<file path="config.mk">
export PLATFORM = sky130hd
export DESIGN_NAME = secuenciador_contador
export DESIGN_NICKNAME = d
export VERILOG_FILES = /design/src/rtl/secuenciador_contador.sv
export SDC_FILE = /design/constraint.sdc
export NUM_CORES = 1
export LEC_CHECK = 0
export BUFFER_PORTS_ARGS = -buffer_cell sky130_fd_sc_hd__buf_2
export CAP_MARGIN = 20
export CORE_UTILIZATION = 50
export DETAILED_ROUTE_END_ITERATION = 10
export HOLD_SLACK_MARGIN = 0.03
export MAX_ROUTING_LAYER = met4
export PLACE_DENSITY = 0.8
export SLEW_MARGIN = 30
export SYNTH_ARGS = -nofsm -noshare
export SYNTH_HDL_FRONTEND = slang
export SYNTH_SLANG_ARGS = --single-unit
export TNS_END_PERCENT = 10
</file>
<file path="constraint.sdc">
create_clock -name clk -period 2.3 [get_ports clk]
set_clock_uncertainty 0.2 [all_clocks]
set_input_delay 0.115 -clock clk [delete_from_list [all_inputs] [get_ports clk]]
set_output_delay 0.115 -clock clk [all_outputs]
set_load 0.005 [all_outputs]
</file>
<file path="src/rtl/secuenciador_contador.sv">
// secuenciador_contador
// Sequencer for an external 8-bit up/down counter. It runs a programmed
// number of triangle sweeps, 0 -> limite, hold, limite -> 0, hold, by driving
// the counter's enable and up_down lines and watching its value (conta).
// The counter and this sequencer share clk and the synchronous reset.

module secuenciador_contador #(
    parameter int ANCHO       = 8,
    parameter int ANCHO_PAUSA = 8,
    parameter int ANCHO_REP   = 4
) (
    input  logic                   clk,
    input  logic                   rst,
    input  logic                   start,
    input  logic                   stop,
    input  logic [ANCHO-1:0]       limite,
    input  logic [ANCHO_PAUSA-1:0] pausa,
    input  logic [ANCHO_REP-1:0]   repeticiones,
    input  logic [ANCHO-1:0]       conta,
    output logic                   enable,
    output logic                   up_down,
    output logic                   busy,
    output logic                   done,
    output logic [2:0]             fase
);

    localparam logic [2:0] IDLE       = 3'd0;
    localparam logic [2:0] SUBIR      = 3'd1;
    localparam logic [2:0] PAUSA_ALTA = 3'd2;
    localparam logic [2:0] BAJAR      = 3'd3;
    localparam logic [2:0] PAUSA_BAJA = 3'd4;
    localparam logic [2:0] FIN        = 3'd5;

    logic [2:0]             estado, estado_sig;
    logic [ANCHO-1:0]       lim_r, lim_sig;
    logic [ANCHO_PAUSA-1:0] pausa_r, pausa_sig;
    logic [ANCHO_PAUSA-1:0] timer, timer_sig;
    logic [ANCHO_REP-1:0]   rep_r, rep_sig;
    logic                   fin_barrido;
    logic [ANCHO:0]         lim_menos_uno;

    // One bit wider than conta so limite == 0 yields an all-ones value that
    // never matches, instead of wrapping to 255 and ending SUBIR early.
    assign lim_menos_uno = {1'b0, lim_r} - {{ANCHO{1'b0}}, 1'b1};

    // Next-state and next-register logic for the sweep sequencer.
    always_comb begin
        // NOTE: every target gets a default first so no path leaves it unassigned (no latch).
        estado_sig  = estado;
        lim_sig     = lim_r;
        pausa_sig   = pausa_r;
        rep_sig     = rep_r;
        timer_sig   = timer;
        fin_barrido = 1'b0;

        case (estado)
            IDLE: begin
                if (start && !stop) begin
                    lim_sig    = limite;
                    pausa_sig  = pausa;
                    rep_sig    = (repeticiones == '0) ? ANCHO_REP'(1) : repeticiones;
                    timer_sig  = '0;
                    estado_sig = (conta >= limite) ? PAUSA_ALTA : SUBIR;
                end
            end
            SUBIR: begin
                // The counter lands on limite on the same edge we leave.
                if ({1'b0, conta} == lim_menos_uno) begin
                    timer_sig  = '0;
                    estado_sig = PAUSA_ALTA;
                end
            end
            PAUSA_ALTA: begin
                if (timer == pausa_r) begin
                    if (conta == '0) fin_barrido = 1'b1;
                    else             estado_sig  = BAJAR;
                end else begin
                    timer_sig = timer + ANCHO_PAUSA'(1);
                end
            end
            BAJAR: begin
                // The counter lands on 0 on the same edge we leave.
                if (conta == ANCHO'(1)) fin_barrido = 1'b1;
            end
            PAUSA_BAJA: begin
                if (timer == pausa_r) begin
                    timer_sig  = '0;
                    estado_sig = (lim_r == '0) ? PAUSA_ALTA : SUBIR;
                end else begin
                    timer_sig = timer + ANCHO_PAUSA'(1);
                end
            end
            FIN:     estado_sig = IDLE;
            default: estado_sig = IDLE;
        endcase

        // End of one sweep: consume one repetition, saturating at zero.
        if (fin_barrido) begin
            rep_sig    = (rep_r != '0) ? rep_r - ANCHO_REP'(1) : '0;
            timer_sig  = '0;
            estado_sig = (rep_sig == '0) ? FIN : PAUSA_BAJA;
        end

        // Abort overrides everything except reset; no done pulse follows.
        if (stop && estado != IDLE) estado_sig = IDLE;
    end

    // State and latched-parameter registers with synchronous reset.
    always_ff @(posedge clk) begin
        // NOTE: sequential state uses non-blocking assignment so all registers update together.
        if (rst) begin
            estado  <= IDLE;
            lim_r   <= '0;
            pausa_r <= '0;
            rep_r   <= '0;
            timer   <= '0;
        end else begin
            estado  <= estado_sig;
            lim_r   <= lim_sig;
            pausa_r <= pausa_sig;
            rep_r   <= rep_sig;
            timer   <= timer_sig;
        end
    end

    // Moore outputs; enable is additionally gated by stop so the counter
    // freezes in the very cycle stop is seen.
    always_comb begin
        enable  = ((estado == SUBIR) || (estado == BAJAR)) && !stop;
        up_down = (estado != BAJAR);
        busy    = (estado != IDLE);
        done    = (estado == FIN);
        fase    = estado;
    end

endmodule

</file>
Word level (Yosys, flattened, before mapping)
Cells that the tools add are included.
{"block": "classes", "div": 0, "addsub": 3, "mul": 0, "n_reduce_logical": 21, "muxes": 24, "n_lt_le_gt_ge": 1, "bitwise_logic": 0, "n_shift": 0, "n_eq_ne": 18}
{"op": "2-to-1 mux 8 bit", "count": 4}
{"op": "one-hot mux 8 bit (4 select lines)", "count": 1}
{"op": "2-to-1 mux 4 bit", "count": 5}
{"op": "2-to-1 mux 3 bit", "count": 6}
{"op": "zero test 8 bit", "count": 2}
{"op": "inequality test 3 bit, second input constant", "count": 5}
{"op": "one-hot mux 3 bit (5 select lines)", "count": 1}
{"op": "equality test 8 x 9 -> 1 bit", "count": 1}
{"op": "subtractor 8 x 1 -> 9 bit, second input constant", "count": 1}
{"op": "adder 8 x 1 -> 8 bit, second input constant", "count": 1}
{"op": "equality test 8 x 1 -> 1 bit, second input constant", "count": 1}
{"op": "equality test 8 bit", "count": 1}
{"op": ">= comparator 8 bit", "count": 1}
{"op": "zero test 4 bit", "count": 2}
{"op": "inequality test 2 bit, second input constant", "count": 4}
{"op": "nonzero test 4 bit", "count": 2}
{"op": "equality test 3 x 2 -> 1 bit, second input constant", "count": 2}
{"op": "equality test 3 bit, second input constant", "count": 2}
{"op": "AND reduction 6 bit", "count": 1}
{"op": "2-to-1 mux 1 bit", "count": 4}
{"op": "2-to-1 mux 2 bit", "count": 2}
{"op": "AND reduction 2 bit", "count": 2}
{"op": "AND reduction 4 bit", "count": 1}
{"op": "nonzero test 2 bit", "count": 2}
{"op": "other kinds (10)", "count": 13}
{"block": "totals", "mem_bits_rw": 0, "wordCells": 72, "rom_bits": 0, "out_inout_bits": 7, "latchBits": 0, "input_bits": 32, "reg_bits": 31, "mem_count": 0}

Logic depth before layout (Yosys ltp)
{"block": "depth", "ltp_word": 6, "mapped_depth": 11, "ltp_nobuf": 9}

Least setup slack after synthesis
OpenSTA, ideal clock, no wires.
{"block": "synth_path", "path_kind": "register to register", "startpoint": "register lim_r[2]", "endpoint": "register timer[3]", "n_path_buf": 2, "period_less_slack_ps": 2350, "path_slack_ps": -50, "required_time_ps": 1975, "setup_time_ps": 125, "path_stages_with_launch": 10, "t_arrival_ps": 2025, "path_cell_list": "dfxtp_1 buf_6 or4_4 nor4_2 o31ai_1 a221oi_2 o211a_1 buf_6 a21boi_1 a211oi_1"}
{"block": "synth_via", "elab_chain_cells": 4}
{"element": "start, declared", "line": "35", "source": "logic [ANCHO-1:0] lim_r, lim_sig;"}
{"element": "start signal, assigned", "line": "119", "source": "lim_r <= lim_sig;"}
{"element": "subtractor 8 x 1 -> 9 bit", "line": "44", "source": "assign lim_menos_uno = {1'b0, lim_r} - {{ANCHO{1'b0}}, 1'b1};"}
{"element": "equality test 8 x 9 -> 1 bit", "line": "68", "source": "if ({1'b0, conta} == lim_menos_uno) begin"}
{"element": "inequality test 2 bit (no line)"}
{"element": "AND reduction 4 bit (no line)"}
{"element": "end signal, assigned", "line": "122", "source": "timer <= timer_sig;"}
{"element": "end, declared", "line": "37", "source": "logic [ANCHO_PAUSA-1:0] timer, timer_sig;"}
No other way between the ends.
A chain may end at the register's enable or synchronous reset.

Worst setup path in the final report
{"block": "layout_path", "startpoint": "register lim_r[5]", "endpoint": "register estado[1] (netlist: fase[1])"}
{"block": "layout_via", "elab_chain_cells": 5, "elab_cells_between_ends": 9, "classes_between": "add/sub (1); eq/ne (2); mux (4); reduce/logical (2)"}
{"element": "parallel branches: the longest is 5 deep, another holds subtractor 8 x 1 -> 9 bit"}
{"element": "end signal, assigned", "line": "118", "source": "estado <= estado_sig;"}
{"element": "end, declared", "line": "34", "source": "logic [2:0] estado, estado_sig;"}
Parallel ways; which one is timed is not known. The select of a mux whose other input is x is not followed.

==> impl_metrics.toml <==
[setup_path]
cp_data_arrival_time_ps = 2410
worstPathRequired_ps = 2330
crit_start = "lim_r[5]"
slowest_delay_ps = 570
slowest_stage = "or4_4"
crit_type = "reg2reg"
cp-start-kind = "flop"
path_cells = "or4_4 > nor3b_4 > o21ai_2 > a221oi_2 > buf_4 > o211ai_1 > o21ai_0 > and3_1"
cp_max_fo = 3
reg2reg_from = "lim_r[5]"
end_kind = "flop"
rr_worst_depth = 8

[yosys]
ys_seq_area_frac = 0.2870
synth_ff_type = "dfxtp_1"
synth_xor_area_frac = 0.06481
synth_edf_count = 0
yosysWarningCount = 0
synth_compound_area_frac = 0.2390
yosysUniqueCellTypes = 54
synth_top_area_frac = 0.2870
yosys.area_share.simple = 0.2726
syn_nets = 327
synth_top_family_by_area = "simple AND/OR/NAND/NOR gates"
synth_common_cells = "nand2_1 (48), dfxtp_1 (31), a21oi_1 (29), inv_1 (16), nor2_1 (16)"
synth_seq_cells = 31
netlist_instances = 285
synthMuxAreaShare = 0
yosys.area_share.adder = 0.05787
synth.area.top_cells = "dfxtp_1 (29%), nand2_1 (8.3%), a21oi_1 (6.7%)"
yosysTopAreaCell = "dfxtp_1"
yosysMostFrequentCell = "nand2_1"
avgSynthCellArea_um2 = 7.586
syn_area_mm2 = 0.002162
async_flop_share = 0

[finish]
fin_cells = 412
multi_input_area_mm2 = 0.001440
n_antenna_cell = 0
fillCellCount = 301
layout.area.seq_um2 = 621.8
drive_gt1_frac = 0.2597
syn_to_final_growth_pct = 34.20
nets = 404

[global_routing]
grt_pass1_wl_mm = 10.16
grt-ovfl-total = 0
antenna_found_initial = 0
grtUsageMet1 = 0.3898
grt_use_met2 = 0.4876
use_met3 = 0.05912
grt-busiest-layer = "met2"
grt_pass1_vias = 2250
grt_max_degree = 23
grt_usage = 0.3110

[floorplanning]
die_y_um = 67.76
initial_core_util = 0.5291
chipWidth_um = 67.76
core_area_mm2 = 0.004086
pin_count = 39
die-area_mm2 = 0.004591
rows = 23

[pwr]
peakVddDrop_v = 0.0004165
p_per_area_mw_per_mm2 = 517.6
p_leak_nw = 1.186

[place]
io_buffers = 38
dp_cells = 383
hpwl_mm = 4.271
gp_congestion = 0.9857

[routing]
ant_nets = 0
dr.pass1.iters = 5
vias = 2484
drc = 0
drtIter0Drc = 284
via_per_inst = 6.029
routed_wirelength_mm = 6.590
wl_per_cell_um = 16.00

[timing]
post-route-period-util = 1.037
report.final.slew_viol_count = 0
finalSetupViolations = 7
worst_slew_pin_slew_ps = 402.9
hold_violations = 0
tns_ps = -395.8
layout_setup_ws_ps = -83.99
hold_ws_ps = 42.13
slew_headroom = 0.7305
rsz0062_at_grt = "true"
post-route-min-period_ps = 2384
fmax_mhz = 419.5

[run_status]
status = "finished with violations"
violations = "negative setup slack"

[run]
maxCapViolations = 0

[clock_tree]
htreeDepth = 2
cts_tree = "yes"
clkLatencyLatePin_ps = 280
clock-sinks = 31
cts_inserted_buffers = 5
clkTransAtPathRegs_ps = 70
cts_buffer_depth = 2
root_buffer = "clkbuf_8"

[min_path]
min-delay-start = "rst"
holdPathStages = 2
hp-class = "in2reg"
-- report_power, final --
group | switching [mW] | internal [mW]
Clock | 0.200 | 0.317
Sequential | 0.0190 | 0.559
Combinational | 0.215 | 0.192
Total | 0.434 | 1.07
-- registers in the layout (all words and copies together) (netlist names) --
| name | cells |
|---|---|
| lim_r | 8 |
| pausa_r | 8 |
| timer | 8 |
| rep_r | 4 |
| fase | 3 |
-- worst paths after layout --
path	end	slack (ps)
setup / recovery	fase[1]	-80
hold / removal	rep_r[3]	40
setup reg to reg	fase[1]	-80
hold reg to reg	pausa_r[1]	280
-- layout make-up --
| cell class | count | share of cell area |
|---|---|---|
| clock buffer | 6 | 0.02501 |
| clock inverter | 1 | 0.01035 |
| inverter | 16 | 0.02070 |
| multi-input combinational | 221 | 0.4963 |
| sequential | 31 | 0.2143 |
| tap | 50 | 0.02156 |
| timing repair buffer | 87 | 0.2117 |
-- per-stage QoR --
step	power [mW]	setup slack [ps]	util	instance area, um2
after floorplan	0.8082	-14.43	-	2177
after global placement	0.9128	-74.72	0.6173	2522
after detailed placement	0.9215	-70.62	0.6173	2522
after CTS	1.472	-78.61	0.7015	2867
after global routing	1.565	-197.4	0.7100	2902
final	1.502	-83.99	0.7100	2902
-- cells by family (layout without fill, tap and decap cells) --
kind of cell,after synthesis,count (layout)
and+or+nand+nor,117,117
AOI/OAI and AO/OA,78,78
buffers and inverters,33,110
DFF,31,31
xor gates and xnor gates,16,16
adders and majority gates,10,10
-- routing by layer --
metal,up-vias,wire (um)
met2,147,2981
li1,1170,-
met4,0,197
met5,-,0
met1,1141,2843
met3,26,568
-- cell usage in the layout, fill, tap and decap left out, types with 2 or more instances in the layout --
cell type | Yosys | final
a211oi_1 | 3 | 2
nor4_1 | 2 | 2
nor2b_1 | 4 | 4
and2_1 | 2 | 2
ha_1 | 10 | 9
nand2b_1 | 3 | 3
nand4_1 | 4 | 4
o2111a_1 | 2 | 2
buf_2 | 2 | 38
xnor2_1 | 15 | 15
or2_2 | 3 | 3
dlygate4sd3_1 | 0 | 21
nor3b_4 | 0 | 2
nand2_1 | 48 | 48
a31oi_1 | 7 | 7
dfxtp_1 | 31 | 30
a311oi_1 | 4 | 4
clkbuf_8 | 1 | 5
or3_1 | 3 | 3
nor2_1 | 16 | 16
or2_1 | 2 | 2
o211ai_1 | 5 | 5
nand3_1 | 5 | 5
a21oi_1 | 29 | 28
and3_1 | 5 | 5
o21ai_0 | 10 | 8
inv_1 | 16 | 16
buf_4 | 1 | 27
and4_1 | 3 | 3
nor3_1 | 8 | 8
o31ai_2 | 1 | 2
-- worst max-delay path: cells and delay by family (launching register included) --
kind                   cells  cell delay (ps)
AND/OR/NAND/NOR            3              980
AO/OA/AOI/OAI              4              690
flip-flops                 1              310
buffers and inverters      1              160
-- repair_timing --
item | 4_1_cts | 5_1_grt
endpoints found under the hold margin | 22 | 0
endpoints found under the setup margin | 9 | 11
pin swaps | 5 | 3
hold buffers | 21 | 0
resized for setup | 6 | 10
buffers inserted | 1 | 0
(Power assumes the default switching activity.)
